<file path="config.mk">
export PLATFORM = sky130hd
export DESIGN_NAME = lamp_fpu_sqrt_iter
export DESIGN_NICKNAME = d
export VERILOG_FILES = /design/src/rtl/lamp_fpu_sqrt_iter.sv
export SDC_FILE = /design/constraint.sdc
export NUM_CORES = 1
export LEC_CHECK = 0
export BUFFER_PORTS_ARGS = -buffer_cell sky130_fd_sc_hd__buf_2
export CAP_MARGIN = 20
export CORE_AREA = 2 2 88 90
export CTS_CLUSTER_SIZE = 16
export DETAILED_ROUTE_END_ITERATION = 10
export DIE_AREA = 0 0 90 92
export PLACE_DENSITY = 0.78
export SYNTH_ARGS = -nofsm -noshare
export SYNTH_HDL_FRONTEND = slang
export SYNTH_SLANG_ARGS = --single-unit
</file>
<file path="constraint.sdc">
create_clock -name clk -period 7 [get_ports clk]
set_clock_uncertainty 0.2 [all_clocks]
set_input_delay 0.35 -clock clk [delete_from_list [all_inputs] [get_ports clk]]
set_output_delay 0.35 -clock clk [all_outputs]
set_load 0.005 [all_outputs]
</file>
<file path="src/rtl/lamp_fpu_sqrt_iter.sv">
// Iterative radix-2 restoring square-root unit for the lampFPU datapath.
// Produces one root bit per cycle and hands {hidden, fraction, G, R, S} to the rounding stage.
module lamp_fpu_sqrt_iter #(
  parameter int unsigned E_DW = 8,
  parameter int unsigned F_DW = 7
) (
  input  logic              clk,
  input  logic              rst,
  input  logic              valid_i,
  output logic              ready_o,
  input  logic              signum_op_i,
  input  logic [E_DW-1:0]   extExp_op_i,
  input  logic [F_DW:0]     extMant_op_i,
  input  logic              isInf_op_i,
  input  logic              isZero_op_i,
  input  logic              isSNAN_op_i,
  input  logic              isQNAN_op_i,
  output logic              valid_o,
  input  logic              ready_i,
  output logic              s_res_o,
  output logic [E_DW-1:0]   e_res_o,
  output logic [F_DW+3:0]   f_res_o,
  output logic              isToRound_o,
  output logic              invalid_o
);

  localparam int unsigned N    = F_DW + 3;
  localparam int unsigned RW   = 2 * F_DW + 6;
  localparam int unsigned CW   = $clog2(N);
  localparam int unsigned BIAS = 2 ** (E_DW - 1) - 1;
  localparam logic [E_DW:0] BIAS_W = (E_DW + 1)'(BIAS);

  typedef enum logic [1:0] {IDLE, CALC, DONE} state_t;

  state_t            state_q, state_d;
  logic [CW-1:0]     cnt_q, cnt_d;
  logic [RW-1:0]     rad_q, rad_d;
  logic [N+1:0]      rem_q, rem_d;
  logic [N-1:0]      root_q, root_d;
  logic [E_DW-1:0]   exp_q, exp_d;
  logic              ready_q, ready_d;
  logic              valid_q, valid_d;
  logic              s_q, s_d;
  logic [E_DW-1:0]   e_q, e_d;
  logic [F_DW+3:0]   f_q, f_d;
  logic              rnd_q, rnd_d;
  logic              inv_q, inv_d;

  logic              odd;
  logic [RW-1:0]     rad_ext;
  logic [RW-1:0]     rad_init;
  logic [N+3:0]      lhs;
  logic [N+3:0]      trial;
  logic              step_ok;
  logic [N+1:0]      rem_step;
  logic [N-1:0]      root_step;
  logic              is_special;

  // One recurrence step: trial = 4*rem + next radicand pair - (4*Q + 1); restore when negative.
  always_comb begin
    odd        = ~extExp_op_i[0];
    rad_ext    = {{(RW - F_DW - 1){1'b0}}, extMant_op_i};
    rad_init   = odd ? (rad_ext << (F_DW + 5)) : (rad_ext << (F_DW + 4));
    lhs        = {rem_q, rad_q[RW-1 -: 2]};
    trial      = lhs - {2'b00, root_q, 2'b01};
    step_ok    = ~trial[N+3];
    rem_step   = step_ok ? (N + 2)'(trial) : (N + 2)'(lhs);
    root_step  = {root_q[N-2:0], step_ok};
    is_special = isSNAN_op_i | isQNAN_op_i | isZero_op_i | signum_op_i | isInf_op_i;
  end

  always_comb begin
    state_d = state_q;
    cnt_d   = cnt_q;
    rad_d   = rad_q;
    rem_d   = rem_q;
    root_d  = root_q;
    exp_d   = exp_q;
    ready_d = ready_q;
    valid_d = valid_q;
    s_d     = s_q;
    e_d     = e_q;
    f_d     = f_q;
    rnd_d   = rnd_q;
    inv_d   = inv_q;
    case (state_q)
      IDLE: begin
        if (valid_i) begin
          ready_d = 1'b0;
          if (is_special) begin
            state_d = DONE;
            valid_d = 1'b1;
            rnd_d   = 1'b0;
            s_d     = 1'b0;
            e_d     = {E_DW{1'b1}};
            f_d     = {2'b11, {(F_DW + 2){1'b0}}};
            inv_d   = 1'b1;
            if (isSNAN_op_i || isQNAN_op_i) begin
              inv_d = isSNAN_op_i;
            end else if (isZero_op_i) begin
              s_d   = signum_op_i;
              e_d   = '0;
              f_d   = '0;
              inv_d = 1'b0;
            end else if (!signum_op_i) begin
              f_d   = '0;
              inv_d = 1'b0;
            end
          end else begin
            state_d = CALC;
            cnt_d   = CW'(N - 1);
            rad_d   = rad_init;
            rem_d   = '0;
            root_d  = '0;
            // B is odd, so (exp + B - odd) is always even and fits in E_DW+1 bits.
            exp_d   = E_DW'(({1'b0, extExp_op_i} + BIAS_W - {{E_DW{1'b0}}, odd}) >> 1);
          end
        end
      end
      CALC: begin
        rad_d  = rad_q << 2;
        rem_d  = rem_step;
        root_d = root_step;
        if (cnt_q == '0) begin
          state_d = DONE;
          valid_d = 1'b1;
          s_d     = 1'b0;
          e_d     = exp_q;
          f_d     = {root_step, |rem_step};
          rnd_d   = 1'b1;
          inv_d   = 1'b0;
        end else begin
          cnt_d = cnt_q - CW'(1);
        end
      end
      DONE: begin
        if (ready_i) begin
          state_d = IDLE;
          valid_d = 1'b0;
          ready_d = 1'b1;
        end
      end
      default: begin
        state_d = IDLE;
        valid_d = 1'b0;
        ready_d = 1'b1;
      end
    endcase
  end

  always_ff @(posedge clk) begin
    if (rst) begin
      state_q <= IDLE;
      cnt_q   <= '0;
      rad_q   <= '0;
      rem_q   <= '0;
      root_q  <= '0;
      exp_q   <= '0;
      ready_q <= 1'b1;
      valid_q <= 1'b0;
      s_q     <= 1'b0;
      e_q     <= '0;
      f_q     <= '0;
      rnd_q   <= 1'b0;
      inv_q   <= 1'b0;
    end else begin
      state_q <= state_d;
      cnt_q   <= cnt_d;
      rad_q   <= rad_d;
      rem_q   <= rem_d;
      root_q  <= root_d;
      exp_q   <= exp_d;
      ready_q <= ready_d;
      valid_q <= valid_d;
      s_q     <= s_d;
      e_q     <= e_d;
      f_q     <= f_d;
      rnd_q   <= rnd_d;
      inv_q   <= inv_d;
    end
  end

  assign ready_o     = ready_q;
  assign valid_o     = valid_q;
  assign s_res_o     = s_q;
  assign e_res_o     = e_q;
  assign f_res_o     = f_q;
  assign isToRound_o = rnd_q;
  assign invalid_o   = inv_q;

endmodule

</file>
## Word level (Yosys, flattened, before mapping)

Cells that the tools add are included.

- Register bits after elaboration: 80
- Latch bits: 0
- Memory bits (writable): 0
- Memory bits (read-only): 0
- Bits of input ports: 25
- Output and inout bits: 24
- Word-level logic and storage cells: 101
- Memories kept: 0

- Add/subtract/negate cells: 4
- $mul: 0
- Divide/modulo/power cells: 0
- $lt $le $gt $ge: 0
- Equality and inequality tests: 8
- Shift-type cells: 0
- Multiplexer cells: 56
- Bitwise gates (word level): 8
- Reduce and logical (&&, ||, !) cells: 12

Operator list:

| cell | count |
|---|---|
| 11-bit 2-to-1 mux | 6 |
| 20-bit 2-to-1 mux | 3 |
| 8-bit 2-to-1 mux | 5 |
| 20-bit case mux with 2 select lines | 1 |
| 12-bit 2-to-1 mux | 3 |
| 12-bit case mux with 2 select lines | 1 |
| 11-bit case mux with 2 select lines | 1 |
| 10-bit 2-to-1 mux | 2 |
| 10-bit case mux with 2 select lines | 1 |
| 1-bit 2-to-1 mux | 18 |
| 8-bit case mux with 2 select lines | 1 |
| 14-bit by 12-bit subtractor with 14-bit output | 1 |
| 4-bit 2-to-1 mux | 3 |
| 2-bit inequality test (second input constant) | 6 |
| 3-bit AND reduction | 4 |
| 4-bit AND reduction | 3 |
| 12-bit OR reduction | 1 |
| 8-bit by 7-bit adder with 9-bit output (second input constant) | 1 |
| 9-bit by 1-bit subtractor with 9-bit output | 1 |
| 2-bit 2-to-1 mux | 4 |
| 4-bit case mux with 2 select lines | 1 |
| 1-bit case mux with 2 select lines | 3 |
| 1-bit case mux with 3 select lines | 2 |
| 2-bit case mux with 3 select lines | 1 |
| other kinds (9) | 15 |

## Logic depth before layout (Yosys ltp)

- Depth in word-level cells: 7
- Mapped depth: 10
- Depth with buffers taken out: 10

## Worst setup path after synthesis

No wires, ideal clock.

- Path kind: register to register
- Start point: reg root_q[3]
- End point: reg f_q[0], in the netlist f_res_o[0]
- Library setup time: 0.120 ns
- Arrival: 2.453 ns
- Data required time: 6.680 ns
- Path slack: 4.228 ns
- Stages on the path, launching flop included: 10
- Buffers on the path: 0
- Period minus slack after synthesis: 2.772 ns
- Cells stage by stage: dfxtp_1 > inv_1 > ha_1 > and2_4 > o21a_1 > or3_4 > a311oi_2 > xnor2_1 > or4_1 > o31a_1

- Longest elaborated chain between the ends: 5

Ends and longest elaborated chain:

| what | RTL line | RTL |
|---|---|---|
| start: declaration | 39 | `logic [N-1:0] root_q, root_d;` |
| start signal: assignment | 171 | `root_q <= root_d;` |
| 14-bit by 12-bit subtractor with 14-bit output | 65 | `trial = lhs - {2'b00, root_q, 2'b01};` |
| 12-bit 2-to-1 mux | 67 | `rem_step = step_ok ? (N + 2)'(trial) : (N + 2)'(lhs);` |
| 12-bit OR reduction | 129 | `f_d = {root_step, \|rem_step};` |
| 11-bit 2-to-1 mux | 124 | `if (cnt_q == '0) begin` |
| 11-bit case mux with 2 select lines | 86 | `case (state_q)` |
| end signal: assignment | 163 | `f_q <= '0;` |
| end signal: assignment | 177 | `f_q <= f_d;` |
| end: declaration | 45 | `logic [F_DW+3:0] f_q, f_d;` |

Every way passes these cells. The select of a mux whose other input is x is not followed.
A chain may end at the register's enable or synchronous reset.

## Final worst setup path

Ends and elaborated chain as after synthesis.

==> flow_metrics.tcl <==
set metrics [dict create \
    status "finished clean" \
    min_path_type "input port to register" \
    total_leakage_power_nw 1.66 \
    gp_congestion 0.919 \
    async_flop_share 0 \
    ys_warn_count 0 \
    yosys_register_bits 69 \
    drt_iter0_markers 206 \
    grt_max_degree 57 \
    start_util 0.491 \
    synth.net_count 495 \
    crit_family "simple AND/OR/NAND/NOR gates" \
    relSlewSlack 0.352 \
    critical_path.max_fanout 5 \
    fmax_ghz 0.343 \
    cp-start-kind "register" \
    antenna_found_initial 0 \
    detailroute.via_count 3306 \
    firstDrtPassIters 4 \
    postCtsSetupRepairBufs 0 \
    path_cells "inv_1 > ha_1 > and2_4 > o21a_1 > or3_4 > a311oi_2 > xnor2_1 > or4_1 > o31a_1" \
    worst_path_max_delay_cell "or4_1" \
    grt_first_pass_wirelength_um 14100 \
    ir_drop_mv 0.119 \
    n_antenna_cell 0 \
    hold_violations 0 \
    dp_slack_ns 4.09 \
    arrival_ns 2.96 \
    ant_nets 0 \
    yosysSeqAreaShare 0.378 \
    hpwl_um 6140 \
    syn_inst 449 \
    synthDistinctLibCells 48 \
    die_x_um 90 \
    grt.overflow.total 0 \
    cpPeakStageDelay_ns 0.50 \
    rsz0062_at_grt "false" \
    grt_pass1_vias 3158 \
    synth-edff-count 0 \
    dpl-instance-area_um2 3960 \
    cts_htree_levels 3 \
    rows 32 \
    drt-vias-per-instance 5.56 \
    maxCapViolCount 0 \
    drive_gt1_frac 0.166 \
    cp_data_required_time_ns 7.04 \
    critical_path_class "register to register" \
    cts_buffers 9 \
    cts_sinks 69 \
    stdcell_area_um2 4140 \
    postCtsHoldBufs 0 \
    syn_to_final_growth_pct 13.2 \
    powerDensity_nw_per_um2 188 \
    synth_top_flop_cell "dfxtp_1" \
    layout_min_cycle_time_ns 2.92 \
    cts_tree "yes" \
    final_cells 595 \
    core_area_um2 7450 \
    clk_pin_slew_ns 0.08 \
    drc 0 \
    final_nets 534 \
    syn_area_per_cell_um2 8.14 \
    clockRootBuffer "clkbuf_8" \
    setup_violations 0 \
    worstSkewPairLatency_ns 0.35 \
    placed_cells 579 \
    routed_wl_um 8400 \
    die_y_um 92 \
    slew_viol_final 0 \
    portBuffers 48 \
    fin_ws_ns 4.08 \
    io_pins 49 \
    die_area_um2 8280 \
    grt_use_total 0.209 \
    fin_setup_tns_ns 0 \
    tightest_slew_ns 0.972 \
    post-route-period-util 0.417 \
    wl_per_cell_um 14.1 \
    synth.cell_area_um2 3650 \
    endpoint_kind "register" \
    critical_path_buf_inv_count 1 \
    clockBufferDepth 2 \
    cts_resized 0 \
]
[cell usage in the layout, fill, tap and decap left out, types with 4 or more instances in the layout]
cell type	n
a211oi_1	8
a21o_1	4
a21oi_1	49
a222oi_1	4
a22oi_1	17
and2_1	4
buf_2	48
clkbuf_8	9
dfxtp_1	69
ha_1	20
inv_1	30
mux2_2	4
mux2i_1	13
nand2_1	39
nand2b_1	6
nand3_1	7
nand4_1	4
nor2_1	47
nor3_1	23
nor4_1	4
o21ai_0	18
xnor2_1	13
xor2_1	4
[worst min-delay path: stages]
cell	delay, ns
buf_2	0.11
nand4_1	0.07
a21oi_1	0.06
[area by class of cell]
cell class | instances | area, um^2
clock buffer | 9 | 124
clock inverter | 7 | 51.3
fill | 713 | 3310
inverter | 30 | 113
multi-input combinational | 327 | 2080
sequential | 69 | 1380
tap | 102 | 128
timing repair buffer | 51 | 263
[registers in the layout (all words and copies together) (netlist names), 2 cells and up]
| signal | flops |
|---|---|
| rad_q | 9 |
| root_q | 10 |
| cnt_q | 4 |
| exp_q | 8 |
| f_res_o | 11 |
| state_q | 2 |
| rem_q | 12 |
| e_res_o | 8 |
[synthesized netlist by cell type (all sizes together), types with 2 or more instances]
| master | number | area, um^2 |
|---|---|---|
| clkbuf | 22 | 82.6 |
| xnor2 | 13 | 114 |
| nor3 | 23 | 115 |
| a32o | 3 | 30.0 |
| nor3b | 2 | 15.0 |
| o21bai | 3 | 22.5 |
| nor2 | 47 | 176 |
| a22oi | 17 | 128 |
| nand3 | 7 | 35.0 |
| and2 | 5 | 33.8 |
| ha | 20 | 250 |
| nand2b | 6 | 37.5 |
| dfxtp | 69 | 1380 |
| nor2b | 3 | 18.8 |
| a21oi | 51 | 263 |
| o31a | 2 | 17.5 |
| a222oi | 4 | 40.0 |
| a21o | 4 | 30.0 |
| nor4 | 4 | 25.0 |
| nand4 | 4 | 25.0 |
| or3 | 3 | 23.8 |
| nand2 | 39 | 146 |
| xor2 | 4 | 35.0 |
| mux2 | 4 | 45.0 |
| mux2i | 13 | 130 |
| or2 | 4 | 25.0 |
| o21ai | 21 | 105 |
| inv | 30 | 113 |
| a211oi | 8 | 60.1 |
[layer usage]
metal  wire length, um  part of all wire  vias to the layer above  track usage
met5                 0                 0                        -            0
li1                  -                 -                     1666            -
met3               402             0.048                       13       0.0575
met2              4280              0.51                       73        0.378
met1              3610              0.43                     1554        0.238
met4               102             0.012                        0       0.0692
[cell families (layout without fill, tap and decap cells)]
logic type | Yosys count | after routing | share of synthesized area
xor+xnor | 17 | 17 | 0.0407
buf+inv | 53 | 97 | 0.0548
mux | 17 | 17 | 0.0479
compound gates | 121 | 121 | 0.210
simple gates | 151 | 151 | 0.194
flops | 69 | 69 | 0.378
fa+ha+maj | 21 | 21 | 0.0739
[path summary, 6_finish.rpt]
kind,from,to,slack (ns),depth (start not counted)
worst min register to register,s_res_o,s_res_o,0.26,2
worst min-delay path,signum_op_i,s_res_o,0.09,3
worst max register to register,root_q[3],f_res_o[0],4.08,9
worst max-delay path,root_q[3],f_res_o[0],4.08,9
[where the power goes]
| group | total (mW) | switching, mW | internal [mW] |
|---|---|---|---|
| registers | 0.408 | 0.00645 | 0.401 |
| clock network | 0.285 | 0.156 | 0.129 |
| logic | 0.0856 | 0.0493 | 0.0364 |
| total | 0.778 | 0.211 | 0.567 |
[metrics by stage]
step	util	hold slack (ns)	total power [mW]
finish	0.555	0.0868	0.778
global route	0.555	0.0934	0.814
CTS	0.555	0.0632	0.787
detailed placement	0.532	0.249	0.502
global placement	0.532	0.241	0.499
floorplan	-	0.228	0.473
Note: power is estimated with default switching activity, not from simulation.
